## src/rtl/demux_1to8_reg.sv

```systemverilog
// Registered 1-to-8 demultiplexer: one producer word is steered into one of eight
// single-word channel registers, each drained independently by a valid/ack handshake.
//
// channel state | meaning
// EMPTY         | valid_q[i]=0, channel accepts a write
// FULL          | valid_q[i]=1, word waiting for out_ack[i]; a write is accepted only
//               | together with out_ack[i], which reloads the channel
module demux_1to8_reg #(
  parameter int W = 32
) (
  input  logic           clk,
  input  logic           rst_n,
  input  logic           in_valid,
  output logic           in_ready,
  input  logic [2:0]     in_sel,
  input  logic [W-1:0]   in_data,
  output logic [8*W-1:0] out_data,
  output logic [7:0]     out_valid,
  input  logic [7:0]     out_ack,
  output logic [3:0]     occupancy
);

  logic [8*W-1:0] data_q, data_d;
  logic [7:0]     valid_q, valid_d;
  logic [3:0]     occ_q, occ_d;
  logic           wr_en;

  // in_ready looks only at the selected channel so a full channel blocks only itself.
  always_comb begin
    in_ready = ~valid_q[in_sel] | out_ack[in_sel];
    wr_en    = in_valid & in_ready;
    data_d   = data_q;
    valid_d  = valid_q;
    occ_d    = 4'd0;
    for (int i = 0; i < 8; i++) begin
      if (wr_en && (in_sel == 3'(i))) begin
        data_d[i*W +: W] = in_data;
        valid_d[i]       = 1'b1;
      end else if (out_ack[i]) begin
        valid_d[i]       = 1'b0;
      end
    end
    // Occupancy tracks the next valid vector so the registered count lines up with out_valid.
    for (int i = 0; i < 8; i++) begin
      occ_d = occ_d + 4'(valid_d[i]);
    end
  end

  always_ff @(posedge clk) begin
    if (!rst_n) begin
      data_q  <= '0;
      valid_q <= '0;
      occ_q   <= '0;
    end else begin
      data_q  <= data_d;
      valid_q <= valid_d;
      occ_q   <= occ_d;
    end
  end

  assign out_data  = data_q;
  assign out_valid = valid_q;
  assign occupancy = occ_q;

endmodule

```

## config.mk

```make
export PLATFORM = sky130hd
export DESIGN_NAME = demux_1to8_reg
export DESIGN_NICKNAME = d
export VERILOG_FILES = /design/src/rtl/demux_1to8_reg.sv
export SDC_FILE = /design/constraint.sdc
export NUM_CORES = 1
export LEC_CHECK = 0
export ABC_AREA = 1
export BUFFER_PORTS_ARGS = -buffer_cell sky130_fd_sc_hd__buf_2
export CORE_ASPECT_RATIO = 0.75
export CORE_MARGIN = 2
export CORE_UTILIZATION = 57
export DETAILED_ROUTE_END_ITERATION = 8
export PLACE_DENSITY = 0.86
export SETUP_SLACK_MARGIN = 0.15
export SLEW_MARGIN = 15
export SYNTH_ARGS = -nofsm -noshare
export SYNTH_HDL_FRONTEND = slang
export SYNTH_SLANG_ARGS = --single-unit
```

## constraint.sdc

```tcl
create_clock -name clk -period 11.71 [get_ports clk]
set_input_delay 2.342 -clock clk [delete_from_list [all_inputs] [get_ports clk]]
set_output_delay 2.342 -clock clk [all_outputs]
set_load 0.02 [all_outputs]
```

Word level (Yosys, flattened, before mapping)
Cells that the tools add are included.
{"block": "totals", "input_bits": 46, "register_bits": 268, "elab_cells": 57, "out_inout_bits": 269}
{"block": "classes", "n_eq_ne": 7, "reduce_logical": 9, "bitwise": 3, "n_lt_le_gt_ge": 1, "n_addsub": 7, "muxes": 20}
{"operator": "$mux W1", "count": 18}
{"operator": "$add A4 B1 Y4", "count": 4}
{"operator": "$eq A3 B3 Y1 const B", "count": 4}
{"operator": "$logic_and A1 B1 Y1", "count": 8}
{"operator": "$bmux W1 S3", "count": 2}
{"operator": "$eq A3 B2 Y1 const B", "count": 2}
{"operator": "$add A3 B1 Y4", "count": 1}
{"operator": "$lt A3 B4 Y1 const B", "count": 1}
{"operator": "$add A2 B1 Y3", "count": 1}
{"operator": "$eq A3 B1 Y1 const B", "count": 1}
{"operator": "$logic_not A3 Y1", "count": 1}
{"operator": "$add A1 B1 Y2", "count": 1}
{"operator": "$and A1 B1 Y1", "count": 1}
{"operator": "$not A1 Y1", "count": 1}
{"operator": "$or A1 B1 Y1", "count": 1}

Longest topological paths before layout
Gate-level depths: netlist of run 1.
{"block": "logic_depth", "word_depth": 14, "mapped_depth": 20, "mapped_depth_nobuf": 18}

Least setup slack after synthesis of run 1
OpenSTA, ideal clock, no wires.
{"block": "synth_path", "kind": "in2reg", "startpoint": "in in_sel[0]", "endpoint": "reg occ_q[2], in the netlist occupancy[2]", "t_required_ns": 11.592, "setup_ns": 0.118, "t_arrival_ns": 5.466, "slack_ns": 6.126, "path_buffers": 2, "stages": 19, "cell_sequence": "buf_6 inv_2 nand2_1 nor2_1 nor2_2 nand3_4 nand4_1 buf_4 o21ai_0 inv_1 fa_1 fa_1 fa_1 inv_1 ha_1 inv_1 fa_1 xor2_1 nor2_1"}
{"block": "synth_via", "elab_chain_len": 14}
{"item": "start, declared", "line": "15", "text": "input logic [2:0] in_sel,"}
{"item": "$bmux W1 S3", "line": "30", "text": "in_ready = ~valid_q[in_sel] | out_ack[in_sel];"}
{"item": "$mux W1 (implied by the code)", "line": "30"}
{"item": "$not A1 Y1", "line": "30"}
{"item": "$or A1 B1 Y1", "line": "30"}
{"item": "$and A1 B1 Y1", "line": "31", "text": "wr_en = in_valid & in_ready;"}
{"item": "$logic_and A1 B1 Y1", "line": "36", "text": "if (wr_en && (in_sel == 3'(i))) begin"}
{"item": "$mux W1", "line": "36"}
{"item": "$add A1 B1 Y2", "line": "45", "text": "occ_d = occ_d + 4'(valid_d[i]);"}
{"item": "$add A2 B1 Y3", "line": "45"}
{"item": "$add A3 B1 Y4", "line": "45"}
{"item": "$add A4 B1 Y4 (3 in a row)", "line": "45"}
{"item": "$add A4 B1 Y4 (*)", "line": "45"}
{"item": "end signal, assigned", "line": "53", "text": "occ_q <= '0;"}
{"item": "end signal, assigned", "line": "57", "text": "occ_q <= occ_d;"}
{"item": "end, declared", "line": "25", "text": "logic [3:0] occ_q, occ_d;"}
Every way passes the cells marked *; elsewhere a longest branch is shown, timed or not. The select of a mux whose other input is x is not followed.
A chain may end at the register's enable or synchronous reset.

Worst setup path in the final report of run 1
Same ends and word-level chain as after synthesis.

==> metrics.cfg, run 1 <==
[cts]
cts_inserted_buffers=26
post_cts_buffers=0
clockBufferDepth=3
htreeDepth=1
cts_root_buf=clkbuf_16
cts_tree=done
worstSkewPairLatency_ns=0.53
cts_num_sinks=268
clk_pin_slew_ns=0.07
post_cts_resized=0
cts_hold_buffers=0

[sta]
drv_slew=0
finClkSkew_ns=0.0123
grt_setup_unrepaired=no
min_period_over_period=0.501
finalSetupTns_ns=0
hold_viol_final=0
worst_pin_slew_ns=1.02
fmax_ghz=0.170
min_period_ns=5.87
holdWs_ns=0.506
setup_viol=0
relSlewSlack=0.318

[worst_setup_path]
crit_slowest_cell=buf_4
path_cells=buf_2 > inv_2 > nand2_1 > nor2_1 > nor2_2 > nand3_4 > nand4_1 > buf_4 > o21ai_0 > inv_1 > fa_1 > fa_1 > fa_1 > inv_1 > ha_1 > inv_1 > fa_1 > xor2_1 > nor2_1
path_buf_inv=6
max_stage_delay_ns=0.56
start_kind=input pin
crit_path_end_kind=flip-flop
crit_arrival_ns=6.28
crit_required_ns=12.11
path_depth=19
critical_path.most_common_cell=fa_1
rr_worst_depth=18
crit_family=adder cells
cp_max_fo=65
path_class=in -> reg

[global_route]
grt_pass1_vias=10100
gr-max-usage-layer=met2
use_met3=0.0821
grt_pass1_wl_mm=49.9
track_usage=0.287
grt_util_met1=0.361
overflow=0
grt_max_degree=100
met2_usage=0.475
antenna_found_initial=0

[floorplanning]
rows=44
fp.dieW_um=168
ioPinCount=315
initial_utilization=0.587
die_height_um=127
coreArea_mm2=0.0195
die_area_mm2=0.0213

[power_and_ir_drop]
peakVddDrop_mv=0.136
netSwitchingPower_mw=0.518
total_power_mw=2.07
p_int_mw=1.55
comb_power_share=0.104
clkPwrFrac=0.432
swShare=0.250
p_seq_frac=0.465
leakagePower_nw=8.32
cellPowerDensity_mw_per_mm2=152

[layout]
diodes=0
fin_cells=2280
final_layout_size_suffix_gt1_frac=0.183
area_growth_pct=18.9
fin_util=0.698
final_nets=2062

[logic_synthesis]
synth_top_area_frac=0.468
ys_ff_latch=268
syn_avg_cell_area_um2=6.46
synth_top_area_cell=dfxtp_1
yosys-top-cells-area=dfxtp_1 (47%), nand2_1 (18%), nor2_1 (17%), inv_1 (9.2%), buf_4 (2.0%)
synth.cell_area_mm2=0.0115
syn-instance-count=1776
synth-seq-area-share=0.468
netlist-cell-type-count=23
yosys_warnings=0
synth_nets=1829

[flow_run]
drv_cap=0

[detailed_routing]
routed-via-count=10800
totalWireLength_mm=31.0
drt_first_pass_iters=5
drt_iter0_markers=745
post_drt_wl_per_cell_um=13.6
drcViolationCount=0
routed_via_density=4.72
ant_nets=0

[placement]
dpl.cell_count=2234
io_buffers=314
gp_congestion=0.809
dp_hpwl_mm=20.5

[run_status]
status=finished, final reports clean

[min_path]
min_path_type=reg -> reg
whs_path_depth=4

[layout make-up]
class | instances | area (um2)
clock buffers | 39 | 781
clock inverters | 7 | 135
fillers | 1597 | 5910
inverters | 283 | 1060
multi-input cells | 1105 | 4320
flip-flops and latches | 268 | 5370
well taps | 253 | 317
repair buffers | 325 | 1660
[power by group through the flow]
stage                     Sequential, mW  Clock, mW  Combinational (mW)
after global routing               0.965      0.943               0.239
after global placement             0.980          0               0.208
after floorplan                     1.02          0               0.108
after CTS                          0.962      0.904               0.215
after detailed placement           0.982          0               0.213
final                              0.962      0.894               0.215
[logic make-up after synthesis]
group                    Yosys count  synth area share
AND/OR/NAND/NOR                 1084             0.359
flip-flops                       268             0.468
buffers and inverters            403             0.156
XOR/XNOR                           1          0.000764
AO/OA/AOI/OAI                     13           0.00600
adder cells (fa/ha/maj)            7            0.0103
[cell usage after synthesis]
library cell / n
fa_1: 4
buf_2: 44
nor3_1: 2
dfxtp_1: 268
and2_1: 1
nand3_1: 5
o21ai_0: 4
nand3_4: 1
clkinv_1: 1
buf_6: 14
nor2_1: 528
nand4_1: 9
a31oi_1: 3
nor2_2: 2
inv_1: 280
clkbuf_1: 26
buf_1: 5
buf_4: 31
ha_1: 3
xor2_1: 1
inv_2: 2
a21oi_1: 6
nand2_1: 536
[path summary, 6_finish.rpt]
path                startpoint  slack [ns]      endpoint
setup / recovery     in_sel[0]        5.84  occupancy[2]
hold reg to reg    out_data[1]        0.51   out_data[1]
setup reg to reg  out_valid[3]        7.58  occupancy[2]
hold / removal     out_data[1]        0.51   out_data[1]
[stage by stage]
stage          instance area (um2)  setup slack [ns]
2_1_floorplan                11500              6.13
3_3_place_gp                 12700              5.41
3_5_place_dp                 12700              5.31
4_1_cts                      13600              5.85
5_1_grt                      13600              5.60
6_report                     13600              5.84
[placed cells by master, fill, tap and decap left out, types with 3 or more instances in the layout]
master	netlist	final
clkbuf_16	0	27
bufinv_16	0	4
a31oi_1	3	3
o21ai_0	4	4
clkbuf_8	0	6
inv_1	280	280
nor2_1	528	528
ha_1	3	3
a21oi_1	6	6
nand2_1	536	536
clkinv_2	0	3
fa_1	4	4
dfxtp_1	268	268
clkbuf_1	26	6
buf_4	31	11
buf_2	44	313
nand4_1	9	9
nand3_1	5	5
[worst reg2reg max path, stage by stage, from the launching register on]
cell	delay, ns
dfxtp_1	0.39
nand2_1	0.07
nand2_1	0.07
nand2_1	0.04
nand2_1	0.11
nand3_4	0.12
nand4_1	0.10
buf_4	0.56
o21ai_0	0.20
inv_1	0.14
fa_1	0.44
fa_1	0.52
fa_1	0.41
inv_1	0.06
ha_1	0.16
inv_1	0.06
fa_1	0.38
xor2_1	0.14
nor2_1	0.05
[state kept, by name, indices dropped and copies added, names as in the netlist]
signal and cells:
out_valid 8, out_data 256, occupancy 4
[per-layer routing]
metal	vias up	share of wire
met4	0	0.035
met3	74	0.096
met5	-	0
met1	4826	0.42
li1	5478	-
met2	388	0.45
Power figures use the tool's default switching activity.
==> inputs of run 2 (changes only) <==
CORE_UTILIZATION = 47   (was 57)
PLACE_DENSITY = 0.76   (was 0.86)
clock period = 4.9 ns   (was 11.71 ns; I/O delays follow)
==> run 2 against run 1 <==
  * Cell count rose by 3.6%
  * Sequential power rose by 140%
  * Worst hold slack lost 0.0021 ns
  * Global-route usage fell by 5.2 points
  * Critical endpoint unchanged
  * Critical path depth is 1 lower
  * Via count is 2.2% lower
  * Largest cell class unchanged
  * Sequential cell count stayed put
  * First-iteration DRC count fell by 19%
  * Die area is 21% higher
  * Clock-buffer cell count is 1 lower
==> metrics.cfg, run 2 (synthesis gave the netlist of run 1 again) <==
[layout]
area_growth_pct=20.0
final_layout_size_suffix_gt1_frac=0.184  ; +0.00170
final_cell_mix=nand2_1 (536), nor2_1 (528), buf_2 (313), inv_1 (280), dfxtp_1 (268)
diodes=0  ; unchanged
largest_reg_flops=256  ; unchanged
final_nets=2063  ; +0.048%
layout_commonest_cell=nand2_1

[power_and_ir_drop]
leakagePower_nw=8.34  ; +0.17%
cellPowerDensity_mw_per_mm2=361  ; +140%
total_power_mw=4.97  ; +140%
peakVddDrop_mv=0.306  ; +130%

[cts]
post_cts_resized=0  ; unchanged
clk_pin_slew_ns=0.06  ; about the same
post_cts_buffers=0  ; unchanged
clockBufferDepth=3  ; unchanged
cts_hold_buffers=0  ; unchanged
worstSkewPairLatency_ns=0.55  ; +0.02 ns
cts_root_buf=clkbuf_16
cts_num_sinks=268  ; unchanged
htreeDepth=1  ; unchanged
cts_tree=done
cts_inserted_buffers=28  ; +7.7%

[detailed_routing]
post_drt_wl_per_cell_um=13.1  ; -3.1%
routed-via-count=10500  ; -2.2%
totalWireLength_mm=31.0  ; +0.30%
drcViolationCount=0  ; unchanged
drt_iter0_markers=606  ; -19%
drt_first_pass_iters=6  ; +1
ant_nets=0  ; unchanged
routed_via_density=4.46  ; -5.5%

[run_status]
status=finished, final reports clean

[sta]
finClkSkew_ns=0.0257  ; +0.0133 ns
setup_viol=0  ; unchanged
hold_viol_final=0  ; unchanged
worst_pin_slew_ns=0.780  ; -0.243 ns
finalSetupTns_ns=0  ; unchanged
min_period_ns=3.83
relSlewSlack=0.480  ; +0.162
drv_slew=0  ; unchanged
fmax_ghz=0.261
min_period_over_period=0.781
grt_setup_unrepaired=no
fin_ws_ns=1.07  ; -4.77 ns

[min_path]
min_path_type=reg -> reg

[worst_setup_path]
start_kind=input pin
crit_required_ns=5.31  ; -6.80 ns
crit_path_end_kind=flip-flop
crit_arrival_ns=4.24  ; -2.04 ns
path_class=in -> reg
cp_max_fo=10  ; -85%

[floorplanning]
ioPinCount=315  ; unchanged
rows=49  ; +11%
initial_utilization=0.479  ; -0.108
die_area_mm2=0.0257  ; +21%
coreArea_mm2=0.0240  ; +23%
die_height_um=139  ; +9.8%
fp.dieW_um=184  ; +9.9%

[placement]
io_buffers=314  ; unchanged
dp_hpwl_mm=20.1  ; -1.7%
place_worst_setup_slack_ns=0.561  ; -4.75 ns
gp_congestion=0.866  ; +7.0%

[global_route]
antenna_found_initial=0  ; unchanged
overflow=0  ; unchanged
track_usage=0.234  ; -0.0524
grt_pass1_wl_mm=49.1  ; -1.7%
grt_max_degree=171  ; +71%
grt_pass1_vias=9575  ; -4.8%

[flow_run]
drv_cap=0  ; unchanged

[run 2: stage by stage]
step / hold WS [ns] / util / cells / instance area (um2)
global route: 0.534 / 0.574 / 2361 / 13800
detailed placement: 0.495 / 0.535 / 2311 / 12800
floorplan: 0.575 / - / 1776 / 11500
CTS: 0.507 / 0.574 / 2361 / 13800
global placement: 0.493 / 0.535 / 2311 / 12800
finish: 0.504 / 0.574 / 2361 / 13800
[run 2: worst max-delay path, stage by stage]
cell and delay (ns):
buf_2 0.16, inv_2 0.12, nand2_1 0.08, nor2_1 0.12, nor2_2 0.07, nand3_4 0.12, nand4_1 0.11, o21ai_0 0.10
inv_1 0.11, fa_1 0.56, fa_1 0.43, fa_1 0.43, inv_1 0.06, ha_1 0.16, inv_1 0.06, fa_1 0.37
xor2_1 0.13, nor2_1 0.05
[run 2: area by class of cell]
class                           count  area, um2
Sequential cell                   268       5370
Fill cell                        2278      10200
Tap cell                          331        414
Timing Repair Buffer              324       1670
Multi-Input combinational cell   1105       4320
Clock inverter                     12        155
Clock buffer                       38        788
Inverter                          283       1060
[run 2: worst paths after layout]
path	from	endpoint	slack, ns	cells past startpoint
setup / recovery	in_sel[0]	occupancy[2]	1.07	18
hold reg to reg	out_data[115]	out_data[115]	0.50	4
hold / removal	out_data[115]	out_data[115]	0.50	4
setup reg to reg	out_valid[3]	occupancy[2]	1.49	17
[run 2: metal layers]
layer	wire length (um)	up-vias	global-route usage
li1	-	5481	-
met1	13800	4662	0.305
met2	13500	346	0.383
met3	3060	41	0.0712
met4	636	0	0.0531
met5	0	-	0
[run 2: where the power goes]
group | internal [mW] | switching (mW) | total, mW
logic | 0.147 | 0.364 | 0.511
clock network | 1.29 | 0.878 | 2.16
registers | 2.26 | 0.0398 | 2.30
==> inputs of run 3 (changes only) <==
ABC_AREA = 0   (was 1)
clock period = 3.1 ns   (was 4.9 ns; I/O delays follow)
==> run 3 against run 2 <==
  * Critical path depth is 6 lower
  * Non-clock buffer count is 46 higher
  * Critical path type unchanged
  * Register-to-register slack got worse by 1.4 ns
  * Largest cell class unchanged
  * Utilization is 1.2 points higher
  * Clock skew fell by 0.010 ns
  * Global-route usage rose by 8.1 points
  * Clock-buffer cell count shrank 4
  * Routed wire length grew 30%
  * Die area down 5.6%
  * Power increased by 49%
  * Sequential power is 55% higher
==> metrics.cfg, run 3 <==
[min_path]
min_path_type=in -> reg

[worst_setup_path]
crit_required_ns=3.49  ; -1.82 ns
path_class=in -> reg
crit_arrival_ns=3.45  ; -0.79 ns
cp_max_fo=4  ; -6
start_kind=input pin
crit_path_end_kind=flip-flop

[placement]
io_buffers=314  ; unchanged
place_area_mm2=0.0125  ; -2.8%
dp_hpwl_mm=25.7  ; +28%
place_worst_setup_slack_ns=-0.548  ; -1.11 ns
gp_congestion=0.869  ; +0.30%

[logic_synthesis]
synth_fa_ha_area_frac=0.0109  ; +0.000628
netlist-cell-type-count=31  ; +35%
yosys-top-cells-area=dfxtp_1 (50%), a21oi_1 (12%), nand3_1 (8.9%), o21ai_0 (7.9%), clkbuf_1 (5.1%)
synth_nets=1347  ; -26%
synth-seq-area-share=0.496  ; +0.0286
synthTopCellsByCount=dfxtp_1 (268), a21oi_1 (260), nand3_1 (192)
synth_top_area_frac=0.496  ; +0.0286
synth_xor_area_frac=0.000810  ; +0.0000468
synth_mux_area_frac=0.00509  ; +0.00509
synthSimpleGateAreaFrac=0.157  ; -0.202
synth_top_area_cell=dfxtp_1
async_flop_share=0  ; unchanged
ys.flop_type=dfxtp_1
synth_edf_count=0  ; unchanged
ys_ff_latch=268  ; unchanged
synth_compound_area_frac=0.254  ; +0.248
yosys_warnings=0  ; unchanged
synth_top_family_by_area=compound AO/OA/AOI/OAI gates
syn_avg_cell_area_um2=8.35  ; +29%
syn-instance-count=1294  ; -27%
synth.cell_area_mm2=0.0108  ; -5.8%
synth_most_common_cell=dfxtp_1

[floorplanning]
rows=48  ; -2.0%
ioPinCount=315  ; unchanged
initial_utilization=0.474  ; -0.00489
coreArea_mm2=0.0228  ; -4.8%
die_height_um=135  ; -2.8%
die_area_mm2=0.0242  ; -5.6%
fp.dieW_um=179  ; -2.9%

[sta]
grt_setup_unrepaired=yes
finClkSkew_ns=0.0157  ; -0.0100 ns
min_period_ns=3.07
fmax_ghz=0.326
relSlewSlack=0.508  ; +0.0273
fin_ws_ns=0.0348  ; -1.04 ns
min_period_over_period=0.989
hold_viol_final=0  ; unchanged
finalSetupTns_ns=0  ; unchanged
setup_viol=0  ; unchanged
drv_slew=0  ; unchanged
worst_pin_slew_ns=0.739  ; -0.0410 ns

[cts]
clockBufferDepth=3  ; unchanged
cts_root_buf=clkbuf_16
cts_num_sinks=268  ; unchanged
cts_inserted_buffers=25  ; -11%
htreeDepth=1  ; unchanged
worstSkewPairLatency_ns=0.52  ; -0.03 ns
clk_pin_slew_ns=0.07  ; about the same
cts_tree=done
cts_hold_buffers=0  ; unchanged

[power_and_ir_drop]
peakVddDrop_mv=0.358  ; +17%
comb_power_share=0.094  ; -0.009
clkPwrFrac=0.426  ; -0.009
leakagePower_nw=5.38  ; -35%
cellPowerDensity_mw_per_mm2=555  ; +53%
total_power_mw=7.42  ; +49%
p_int_mw=5.54  ; +50%
netSwitchingPower_mw=1.88  ; +47%
p_seq_frac=0.480  ; +0.018
swShare=0.253  ; -0.00417

[detailed_routing]
drcViolationCount=0  ; unchanged
routed_via_density=6.30  ; +41%
routed-via-count=11500  ; +9.0%
ant_nets=0  ; unchanged
totalWireLength_mm=40.5  ; +30%
post_drt_wl_per_cell_um=22.2  ; +69%
drt_iter0_markers=1518  ; +150%
drt_first_pass_iters=6  ; unchanged

[layout]
final_layout_size_suffix_gt1_frac=0.288  ; +0.104
fin_util=0.586  ; +0.0121
largest_reg_flops=256  ; unchanged
area_growth_pct=23.8
final_cell_mix=buf_2 (310), dfxtp_1 (267), a21oi_1 (260), nand3_1 (192), o21ai_0 (170)
fill_cells=2035  ; -11%
stdcell_area_mm2=0.0134  ; -2.8%
final_nets=1560  ; -24%
layout_commonest_cell=buf_2
diodes=0  ; unchanged

[global_route]
grt_max_degree=121  ; -29%
overflow=0  ; unchanged
grt_pass1_wl_mm=59.7  ; +22%
grt_pass1_vias=10100  ; +5.0%
antenna_found_initial=1  ; +1
track_usage=0.315  ; +0.0810

[flow_run]
drv_cap=0  ; unchanged

[run_status]
status=finished, final reports clean

run 3: metal layers:
metal | wire [um] | GRT usage | up-vias
li1 | - | - | 5114
met1 | 16700 | 0.462 | 5513
met2 | 17400 | 0.469 | 753
met3 | 5120 | 0.0648 | 93
met4 | 1220 | 0.0892 | 2
met5 | 13 | 0 | -
run 3: power groups by stage:
stage | combinational (mW) | clock, mW | sequential [mW]
after CTS | 0.682 | 3.19 | 3.56
after detailed placement | 0.672 | 0 | 3.64
after global placement | 0.662 | 0 | 3.63
final | 0.697 | 3.16 | 3.56
after floorplan | 0.325 | 0 | 3.72
after global routing | 0.737 | 3.32 | 3.56
run 3: kinds of logic (layout without fill, tap and decap cells):
| group | after synthesis | in the layout |
|---|---|---|
| AO/OA/AOI/OAI | 516 | 516 |
| AND/OR/NAND/NOR | 308 | 308 |
| flip-flops | 268 | 268 |
| buffers and inverters | 191 | 419 |
| adder cells (fa/ha/maj) | 7 | 7 |
| multiplexers | 3 | 3 |
| XOR/XNOR | 1 | 1 |
run 3: final timing paths:
path              cells after the start  slack [ns]           from       endpoint
setup reg to reg                     11        0.09   out_valid[1]   occupancy[2]
hold reg to reg                       2        0.47  out_data[217]  out_data[217]
hold / removal                        3        0.40          rst_n   occupancy[3]
setup / recovery                     12        0.03      in_sel[0]   occupancy[2]
run 3: cell type report:
type	instances	area (um2)	area share
flip-flops and latches	268	5370	0.401
repair buffers	370	2060	0.154
multi-input cells	835	4710	0.352
well taps	300	375	0.0281
clock buffers	34	739	0.0553
inverters	7	33.8	0.00252
clock inverters	8	96.3	0.00720
run 3: worst max-delay path, cell delays in order:
cell	delay (ns)
buf_8	0.10
nor4b_4	0.38
nor2_4	0.07
fa_1	0.57
fa_1	0.44
fa_1	0.47
inv_2	0.09
ha_4	0.13
inv_2	0.03
fa_2	0.33
xor2_1	0.17
nor2_1	0.06
run 3: what timing repair did:
action	4_1_cts	5_1_grt
pin swaps	8	7
setup endpoints to repair	2	2
resized for setup	11	3
hold endpoints to repair	0	0
buffers inserted	4	2
run 3: metrics by stage:
stage / hold slack [ns] / instances
after floorplan: 0.548 / 1294
after global placement: 0.451 / 1774
after detailed placement: 0.460 / 1774
after CTS: 0.377 / 1820
after global routing: 0.404 / 1822
final: 0.396 / 1822
